## config.mk

```make
export PLATFORM = sky130hd
export DESIGN_NAME = qadd_arbiter
export DESIGN_NICKNAME = d
export VERILOG_FILES = /design/src/rtl/dsp_bb_pkg.sv /design/src/rtl/qadd.sv /design/src/rtl/qadd_arbiter.sv
export SDC_FILE = /design/constraint.sdc
export NUM_CORES = 1
export LEC_CHECK = 0
export CORE_MARGIN = 2
export CORE_UTILIZATION = 29
export DETAILED_ROUTE_END_ITERATION = 10
export PLACE_DENSITY_LB_ADDON = 0.15
export RECOVER_POWER = 25
export SYNTH_ARGS = -nofsm -noshare
export SYNTH_HDL_FRONTEND = slang
export SYNTH_SLANG_ARGS = --single-unit
```

## constraint.sdc

```tcl
create_clock -name i_clk -period 21.6 [get_ports i_clk]
set_input_delay 4.32 -clock i_clk [delete_from_list [all_inputs] [get_ports i_clk]]
set_output_delay 4.32 -clock i_clk [all_outputs]
set_load 0.005 [all_outputs]
```

## src/rtl/dsp_bb_pkg.sv

```systemverilog
// dsp_bb_pkg: shared constants and helpers for the DSP building blocks
package dsp_bb_pkg;
  localparam int QADD_LATENCY = 1;
  function automatic int entry_w(input int n, input int idw);
    return n + idw + 1;
  endfunction
endpackage

```

## src/rtl/qadd.sv

```systemverilog
// qadd: registered sign-magnitude fixed-point adder, one cycle latency
module qadd
  import dsp_bb_pkg::*;
#(
  parameter int Q = 15,
  parameter int N = 32
) (
  input  logic         i_clk,
  input  logic         i_rst,
  input  logic [N-1:0] i_a,
  input  logic [N-1:0] i_b,
  output logic [N-1:0] o_sum
);
  logic         sa, sb;
  logic [N-2:0] ma, mb;
  logic [N-1:0] sum_d, sum_q;
  if (Q < 0 || Q > N - 1) begin : g_q_range
    $error("qadd: Q must lie in 0..N-1");
  end
  assign {sa, ma} = i_a;
  assign {sb, mb} = i_b;
  // Magnitudes add modulo 2^(N-1); mixed signs take the larger magnitude's sign
  always_comb begin
    sum_d = (sa == sb) ? {sa, ma + mb} : (ma >= mb) ? {sa, ma - mb} : {sb, mb - ma};
  end
  always_ff @(posedge i_clk or posedge i_rst) begin
    if (i_rst) sum_q <= '0;
    else sum_q <= sum_d;
  end
  assign o_sum = sum_q;
endmodule

```

## src/rtl/qadd_arbiter.sv

```systemverilog
// qadd_arbiter: round-robin sharing of one qadd among NREQ requesters,
// results returned in grant order through a 2-entry tagged FIFO.
module qadd_arbiter
  import dsp_bb_pkg::*;
#(
  parameter int Q = 15,
  parameter int N = 32,
  parameter int NREQ = 4,
  localparam int IDW = $clog2(NREQ)
) (
  input  logic              i_clk,
  input  logic              i_rst,
  input  logic [NREQ-1:0]   i_req_valid,
  output logic [NREQ-1:0]   o_req_ready,
  input  logic [NREQ*N-1:0] i_req_a,
  input  logic [NREQ*N-1:0] i_req_b,
  output logic              o_res_valid,
  output logic [N-1:0]      o_res_data,
  output logic [IDW-1:0]    o_res_id,
  output logic              o_res_ovf,
  input  logic              i_res_ready
);
  localparam int EW = entry_w(N, IDW);
  logic [IDW-1:0] last_q, grant_id, idx, s1_id_q;
  logic           grant_any, can_issue, pop, push, s1_valid_q, s1_ovf_q, s1_ovf_d, s1_zero;
  logic [1:0]     cnt_q, cnt_d;
  logic [N-1:0]   a_mux, b_mux, sum;
  logic [EW-1:0]  mem_q [2];
  logic [EW-1:0]  wdata;
  logic           wr_q, rd_q;
  assign o_res_valid = cnt_q != 2'd0;
  assign pop = o_res_valid & i_res_ready;
  assign push = s1_valid_q;
  assign cnt_d = cnt_q + 2'(push) - 2'(pop);
  // Results granted but not yet popped live either in s1 or in the FIFO
  assign can_issue = !i_rst && (({1'b0, cnt_q} + 3'(s1_valid_q) - 3'(pop)) < 3'd2);
  always_comb begin
    grant_any = 1'b0;
    grant_id = '0;
    idx = '0;
    for (int i = 1; i <= NREQ; i++) begin
      idx = IDW'((int'(last_q) + i) % NREQ);
      if (!grant_any && can_issue && i_req_valid[idx]) begin
        grant_any = 1'b1;
        grant_id = idx;
      end
    end
  end
  assign o_req_ready = grant_any ? (NREQ'(1) << grant_id) : '0;
  assign a_mux = grant_any ? i_req_a[grant_id*N +: N] : '0;
  assign b_mux = grant_any ? i_req_b[grant_id*N +: N] : '0;
  // Carry out of the magnitude add happens exactly when a_mag exceeds ~b_mag
  assign s1_ovf_d = (a_mux[N-1] == b_mux[N-1]) && (a_mux[N-2:0] > ~b_mux[N-2:0]);
  qadd #(.Q(Q), .N(N)) u_qadd (
    .i_clk(i_clk),
    .i_rst(i_rst),
    .i_a  (a_mux),
    .i_b  (b_mux),
    .o_sum(sum)
  );
  assign s1_zero = (sum[N-2:0] == '0) && !s1_ovf_q;
  assign wdata = {s1_zero ? '0 : sum, s1_id_q, s1_ovf_q};
  assign {o_res_data, o_res_id, o_res_ovf} = mem_q[rd_q];
  always_ff @(posedge i_clk or posedge i_rst) begin
    if (i_rst) begin
      last_q <= IDW'(NREQ - 1);
      s1_valid_q <= 1'b0;
      s1_id_q <= '0;
      s1_ovf_q <= 1'b0;
      mem_q[0] <= '0;
      mem_q[1] <= '0;
      wr_q <= 1'b0;
      rd_q <= 1'b0;
      cnt_q <= '0;
    end else begin
      if (grant_any) last_q <= grant_id;
      s1_valid_q <= grant_any;
      s1_id_q <= grant_id;
      s1_ovf_q <= s1_ovf_d;
      if (push) mem_q[wr_q] <= wdata;
      wr_q <= wr_q ^ push;
      rd_q <= rd_q ^ pop;
      cnt_q <= cnt_d;
    end
  end
endmodule
```

==> results of run 1 <==
## placed cells by master, fill, tap and decap left out, types with 30 or more instances in the layout
cell type,netlist,final
ha_1,97,97
clkdlybuf4s50_1,0,302
nor2_1,75,75
a21o_1,32,32
mux2_2,102,102
o21ai_0,47,47
mux4_2,61,61
xnor2_1,30,30
a21oi_1,113,111
nand2_1,82,82
inv_1,111,110
dfrtp_1,110,110
## through the flow
stage          cell area [µm²]  worst slack (ns)  cells  utilization  total power, W
5_1_grt                  15200              8.65   2012        0.392         0.00289
3_3_place_gp             15000              8.93   1996        0.384         0.00249
2_1_floorplan            11500              8.57   1239            -         0.00189
6_report                 15200              8.98   2012        0.392         0.00267
4_1_cts                  15300              8.89   2012        0.392         0.00267
3_5_place_dp             15000              8.83   1996        0.384         0.00249
## layer usage
layer	wire [µm]	track usage
met4	665	0.0383
met1	18300	0.264
met2	18700	0.320
met3	2040	0.0232
met5	0	0
## area by class of cell
class	count	area share
Clock inverter	7	0.00460
Multi-Input combinational cell	941	0.523
Tap cell	518	0.0425
Timing Repair Buffer	313	0.203
Clock buffer	9	0.0148
Inverter	112	0.0277
Sequential cell	112	0.184
## worst paths after layout
kind / slack (ns) / to / startpoint / depth (start not counted)
worst min-delay path: 0.50 / mem_q[32]$_DFFE_PP0P_ / mem_q[32]$_DFFE_PP0P_ / 1
worst max register to register: 12.91 / u_qadd.o_sum[30]$_DFF_PP0_ / cnt_q[1]$_DFF_PP0_ / 26
max in group asynchronous: 15.95 / mem_q[19]$_DFFE_PP0P_ / i_rst / 3
worst max-delay path: 8.98 / o_req_ready[1] / i_res_ready / 13
worst min register to register: 0.50 / mem_q[32]$_DFFE_PP0P_ / mem_q[32]$_DFFE_PP0P_ / 1
min in group asynchronous: 4.49 / rd_q$_DFF_PP0_ / i_rst / 2
## state kept, by name (all words and copies together), names as in the netlist
register and flops:
s1_ovf_q 1, u_qadd.o_sum 32, mem_q 70, wr_q 1, rd_q 1, s1_id_q 2
cnt_q 2, push 1, last_q 2
## kinds of logic (layout without fill, tap and decap cells)
kind of cell,count (synthesis),count (layout),share of synthesized area
AOI/OAI and AO/OA,315,315,0.179
xor gates and xnor gates,35,35,0.0267
adders and majority gates,101,101,0.112
buffers and inverters,186,441,0.0658
DFF,112,112,0.244
muxes,192,192,0.245
and+or+nand+nor,298,298,0.128
## power breakdown
group	switching (W)	internal [W]
registers	0.0000454	0.000289
clock network	0.0000838	0.0000819
logic	0.00128	0.000898
total	0.00141	0.00127
==> impl_metrics.csv, run 1 <==
group,metric,value,unit
floorplan,die_y,203,µm
floorplan,initial_utilization,0.296,
cells_and_area,seqCellArea,0.00281,mm²
logic_synthesis,synth_warnings,0,
cells_and_area,diodes,0,
timing,drv_slew,68,
critical_path,start_kind,"input pin",
critical_path,cpMaxStageDelayCell,"buf_4",
cts,clock-sinks,112,
min_path,hp-class,"flip-flop to flip-flop",
cts,cts_max_path_buffers,2,
critical_path,end_kind,"output pin",
detailed_routing,ant_nets,0,
logic_synthesis,synth-edff-count,0,
timing,finalCritPeriodShare,0.584,
cts,insertion_delay,0.35,ns
logic_synthesis,yosysTopAreaCellShare,0.239,
global_route,grt.overflow.total,0,
logic_synthesis,async_reset_ff_frac,1.00,
cts,ctsResizeCount,0,
timing,setup_tns,0,ns
detailed_routing,dr.first_iter.drc_count,625,
cells_and_area,syn_to_final_growth,32.6,%
logic_synthesis,ys_seq_area_frac,0.244,
logic_synthesis,syn_nets,1603,
cts,clk_pin_slew,0.08,ns
floorplan,core_area,0.0389,mm²
cts,cts_setup_buffers,0,
timing,grt_setup_unrepaired,"no",
timing,period_minus_slack,12.62,ns
critical_path,critPathMaxFanout,57,
timing,hold_viol,0,
cts,cts_hold_buf,0,
timing,finalHoldWorstSlack,0.505,ns
critical_path,crit_type,"input pin to output pin",
timing,worstMarginPinSlew,2.12,ns
global_route,track_usage,0.190,
critical_path,cpPeakStageDelay,0.70,ns
logic_synthesis,synth_most_common_cell,"a21oi_1",
timing,maxSlewHeadroom,-0.413,
logic_synthesis,synth_area_per_cell,9.28,µm²
timing,finalClockSkew,0.00952,ns
critical_path,cp_data_arrival_time,8.30,ns
logic_synthesis,synth.top_cells.by_count,"a21oi_1, inv_1, dfrtp_1",
global_route,grt_max_degree,67,
cts,htree_levels,3,
status,outcome,"finished with violations",
detailed_routing,avgViaCountPerCell,5.28,
power_and_ir_drop,leakagePower,6.76,nW
floorplan,dieWidth,203,µm
status,violations,"max-capacitance violations, max-slew violations",
cells_and_area,multi_input_area,0.00798,mm²
detailed_routing,vias,10627,
critical_path,crit_buf_inv,5,
critical_path,crit_family,"buffers and inverters",
timing,fmax,79.3,MHz
global_route,grt_pass1_vias,10827,
logic_synthesis,synthCells,1239,
floorplan,ios,303,
logic_synthesis,synth_top_area_cell,"dfrtp_1",
logic_synthesis,synth.distinct_cells,72,
timing,setup_violations,0,
cells_and_area,nFillCells,3962,
cts,numCtsBuffers,9,
placed_design,dp_hpwl,32000,µm
power_and_ir_drop,irDropWorstVdd,0.000109,V
detailed_routing,drcViolationCount,0,
global_route,grt_first_pass_wirelength,62000,µm
cells_and_area,layout.nets,1853,
critical_path,path_cells,"clkdlybuf4s50_1 -> and2_1 -> ha_1 -> inv_1 -> ha_1 -> inv_1 -> fa_1 -> xnor2_1 -> nand3_1 -> a21oi_4 -> buf_4 -> nor2b_1 -> clkdlybuf4s50_1",
cts,tritoncts,"built",
logic_synthesis,ys.flop_type,"dfrtp_1",
floorplan,die-area,0.0413,mm²
placed_design,port_buffers,302,
logic_synthesis,netlist_top_cells_area,"dfrtp_1, mux4_2, ha_1",
detailed_routing,first_pass_iters,5,
detailed_routing,wl_per_cell,19.7,µm
global_route,antenna_found_initial,0,
logic_synthesis,syn_area,0.0115,mm²
placed_design,gp_congestion,0.906,
logic_synthesis,synth-seq-cells,112,
critical_path,required,17.28,ns
flow_run,maxCapViolCount,2,
cells_and_area,drive_gt1_frac,0.142,
power_and_ir_drop,power_density,175,mW/mm²
detailed_routing,drt_wl_total,39700,µm
cts,cts_root_buf,"clkbuf_16",
floorplan,rows,72,
(Power assumes the default switching activity.)
==> run 2, diff against run 1 <==
==> constraint.sdc (replaced) <==
create_clock -name i_clk -period 12.9 [get_ports i_clk]
set_input_delay 2.58 -clock i_clk [delete_from_list [all_inputs] [get_ports i_clk]]
set_output_delay 2.58 -clock i_clk [all_outputs]
set_load 0.005 [all_outputs]
==> run 2 against run 1 <==
Against the previous run: the flow still finishes with violations (max-capacitance violations, max-slew violations); combinational power increased by 66%; non-clock buffer count decreased by 1; die area unchanged; sequential share of layout area about the same; core utilization about the same; clock skew increased by 0.0011 ns; via count decreased by 1.6%; design area about the same; register-to-register slack got worse by 8.0 ns; global-route usage increased by 0.21 points; critical path depth increased by 12; sequential power increased by 68%; largest cell class unchanged; largest power group unchanged.
==> impl_metrics.csv, run 2 (synthesized netlist as in run 1, its figures left out) <==
group,metric,value,unit
global_route,grt_pass1_vias,10821,
power_and_ir_drop,leakagePower,6.75,nW
cells_and_area,diodes,0,
placed_design,pre_cts_ws,2.64,ns
min_path,hp-class,"flip-flop to flip-flop",
critical_path,crit_start,"i_res_ready",
critical_path,end_kind,"flip-flop",
cts,clk_pin_slew,0.08,ns
detailed_routing,wl_per_cell,19.9,µm
global_route,track_usage,0.193,
floorplan,core_area,0.0389,mm²
power_and_ir_drop,finalPower,0.00446,W
timing,finalClockSkew,0.0106,ns
floorplan,die_y,203,µm
floorplan,rows,72,
timing,fmax,101,MHz
cts,cts_setup_buffers,0,
cells_and_area,drive_gt1_frac,0.141,
cells_and_area,nFillCells,3928,
detailed_routing,first_pass_iters,6,
min_path,hold_path_depth,1,
timing,finalCritPeriodShare,0.768,
critical_path,start_kind,"input pin",
cts,insertion_delay,0.35,ns
placed_design,gp_congestion,0.921,
placed_design,port_buffers,302,
timing,maxSlewHeadroom,-0.358,
global_route,grt.overflow.total,0,
timing,worstMarginPinSlew,2.04,ns
cts,cts_max_path_buffers,2,
critical_path,reg2regPathDepth,25,
status,violations,"max-capacitance violations, max-slew violations",
cells_and_area,regMostFlops,"mem_q",
cts,clock-sinks,112,
min_path,min_to,"mem_q[1]$_DFFE_PP0P_",
timing,period_minus_slack,9.90,ns
power_and_ir_drop,irDropWorstVdd,0.000379,V
power_and_ir_drop,power_density,292,mW/mm²
cells_and_area,largest_register_ffs,70,
status,outcome,"finished with violations",
detailed_routing,ant_nets,0,
cts,tritoncts,"built",
cts,cts_hold_buf,0,
flow_run,maxCapViolCount,2,
detailed_routing,vias,10457,
timing,hold_viol,0,
timing,setup_violations,0,
cts,htree_levels,3,
global_route,antenna_found_initial,0,
critical_path,cp_data_arrival_time,10.14,ns
critical_path,crit_type,"input pin to flip-flop",
critical_path,critPathMaxFanout,66,
critical_path,required,13.13,ns
global_route,grt_first_pass_wirelength,62400,µm
detailed_routing,dr.first_iter.drc_count,666,
detailed_routing,drt_wl_total,40100,µm
cells_and_area,layout.nets,1852,
timing,grt_setup_unrepaired,"no",
cts,ctsResizeCount,0,
cts,cts_root_buf,"clkbuf_16",
placed_design,dp_hpwl,32100,µm
floorplan,die-area,0.0413,mm²
floorplan,initial_utilization,0.296,
cells_and_area,layout_commonest_cell,"clkdlybuf4s50_1",
cells_and_area,layout_common_cells,"clkdlybuf4s50_1, a21oi_1, inv_1, dfrtp_1, mux2_2",
detailed_routing,avgViaCountPerCell,5.20,
cts,numCtsBuffers,9,
floorplan,ios,303,
timing,setup_tns,0,ns
timing,layout_setup_ws,3.00,ns
critical_path,regToRegEndpoint,"u_qadd.o_sum[30]$_DFF_PP0_",
timing,drv_slew,68,
critical_path,rr_startpoint,"cnt_q[1]$_DFF_PP0_",
floorplan,dieWidth,203,µm
min_path,holdCritStartpoint,"s1_id_q[0]$_DFF_PP0_",
critical_path,rrSetupSlack,4.90,ns
cells_and_area,syn_to_final_growth,32.6,%
global_route,grt_max_degree,73,
detailed_routing,drcViolationCount,0,
==> run 2: cell types whose count changed in the layout (fill, tap and decap cells not counted) <==
cell / before / now
clkinv_4: 1 / 0
inv_6: 2 / 3
buf_12: 0 / 1
buf_4: 9 / 7
==> run 2: power by group <==
part / internal [W] / switching, W
combinational: 0.00150 / 0.00211
clock: 0.000138 / 0.000146
sequential: 0.000484 / 0.0000775
==> run 2: area by class of cell <==
type | instances | area [µm²] | area share
sequential | 112 | 2810 | 0.184
tap | 518 | 648 | 0.0425
multi-input combinational | 941 | 7980 | 0.523
clock inverter | 7 | 70.1 | 0.00459
timing repair buffer | 312 | 3100 | 0.203
clock buffer | 9 | 225 | 0.0148
inverter | 112 | 423 | 0.0277
==> run 2: per-stage QoR <==
step	area, µm²	util	std cells	hold slack (ns)
after CTS	15300	0.392	2011	0.505
after global placement	15000	0.384	1995	0.483
final	15300	0.392	2011	0.504
after detailed placement	15000	0.384	1995	0.485
after global routing	15300	0.392	2011	0.517
after floorplan	11500	-	1239	0.474
==> run 2: per-layer routing <==
layer | GRT usage | part of all wire | vias to the layer above | wire (µm)
met5 | 0 | 0 | - | 0
met1 | 0.268 | 0.47 | 5097 | 18700
met2 | 0.317 | 0.47 | 323 | 18800
met3 | 0.0224 | 0.045 | 51 | 1790
met4 | 0.0511 | 0.021 | 0 | 830
li1 | - | - | 4986 | -
==> run 2: critical path: stages <==
cell and delay, ns:
clkdlybuf4s50_1 0.46, and2_1 0.16, ha_1 0.24, inv_1 0.06, ha_1 0.13, inv_1 0.04
fa_1 0.37, xnor2_1 0.14, nand3_1 0.27, nor4_4 0.73, buf_12 0.42, mux4_2 0.57
and2_1 0.24, ha_1 0.54, and4_1 0.36, nand3_1 0.16, or4_1 0.16, nand3_2 0.13
nor3_4 0.49, buf_4 0.68, mux2i_1 0.35, a31oi_1 0.18, o221ai_1 0.25, a21oi_1 0.11
xnor2_1 0.16
==> run 2: worst max-delay path by stage <==
stage	endpoint	slack (ns)	depth (start not counted)
final	u_qadd.o_sum[30]$_DFF_PP0_	3.00	25
after global routing	u_qadd.o_sum[30]$_DFF_PP0_	2.47	26
after CTS	u_qadd.o_sum[30]$_DFF_PP0_	3.00	25
after detailed placement	u_qadd.o_sum[30]$_DFF_PP0_	2.64	25
after global placement	u_qadd.o_sum[30]$_DFF_PP0_	2.62	25
after floorplan	u_qadd.o_sum[6]$_DFF_PP0_	2.76	20
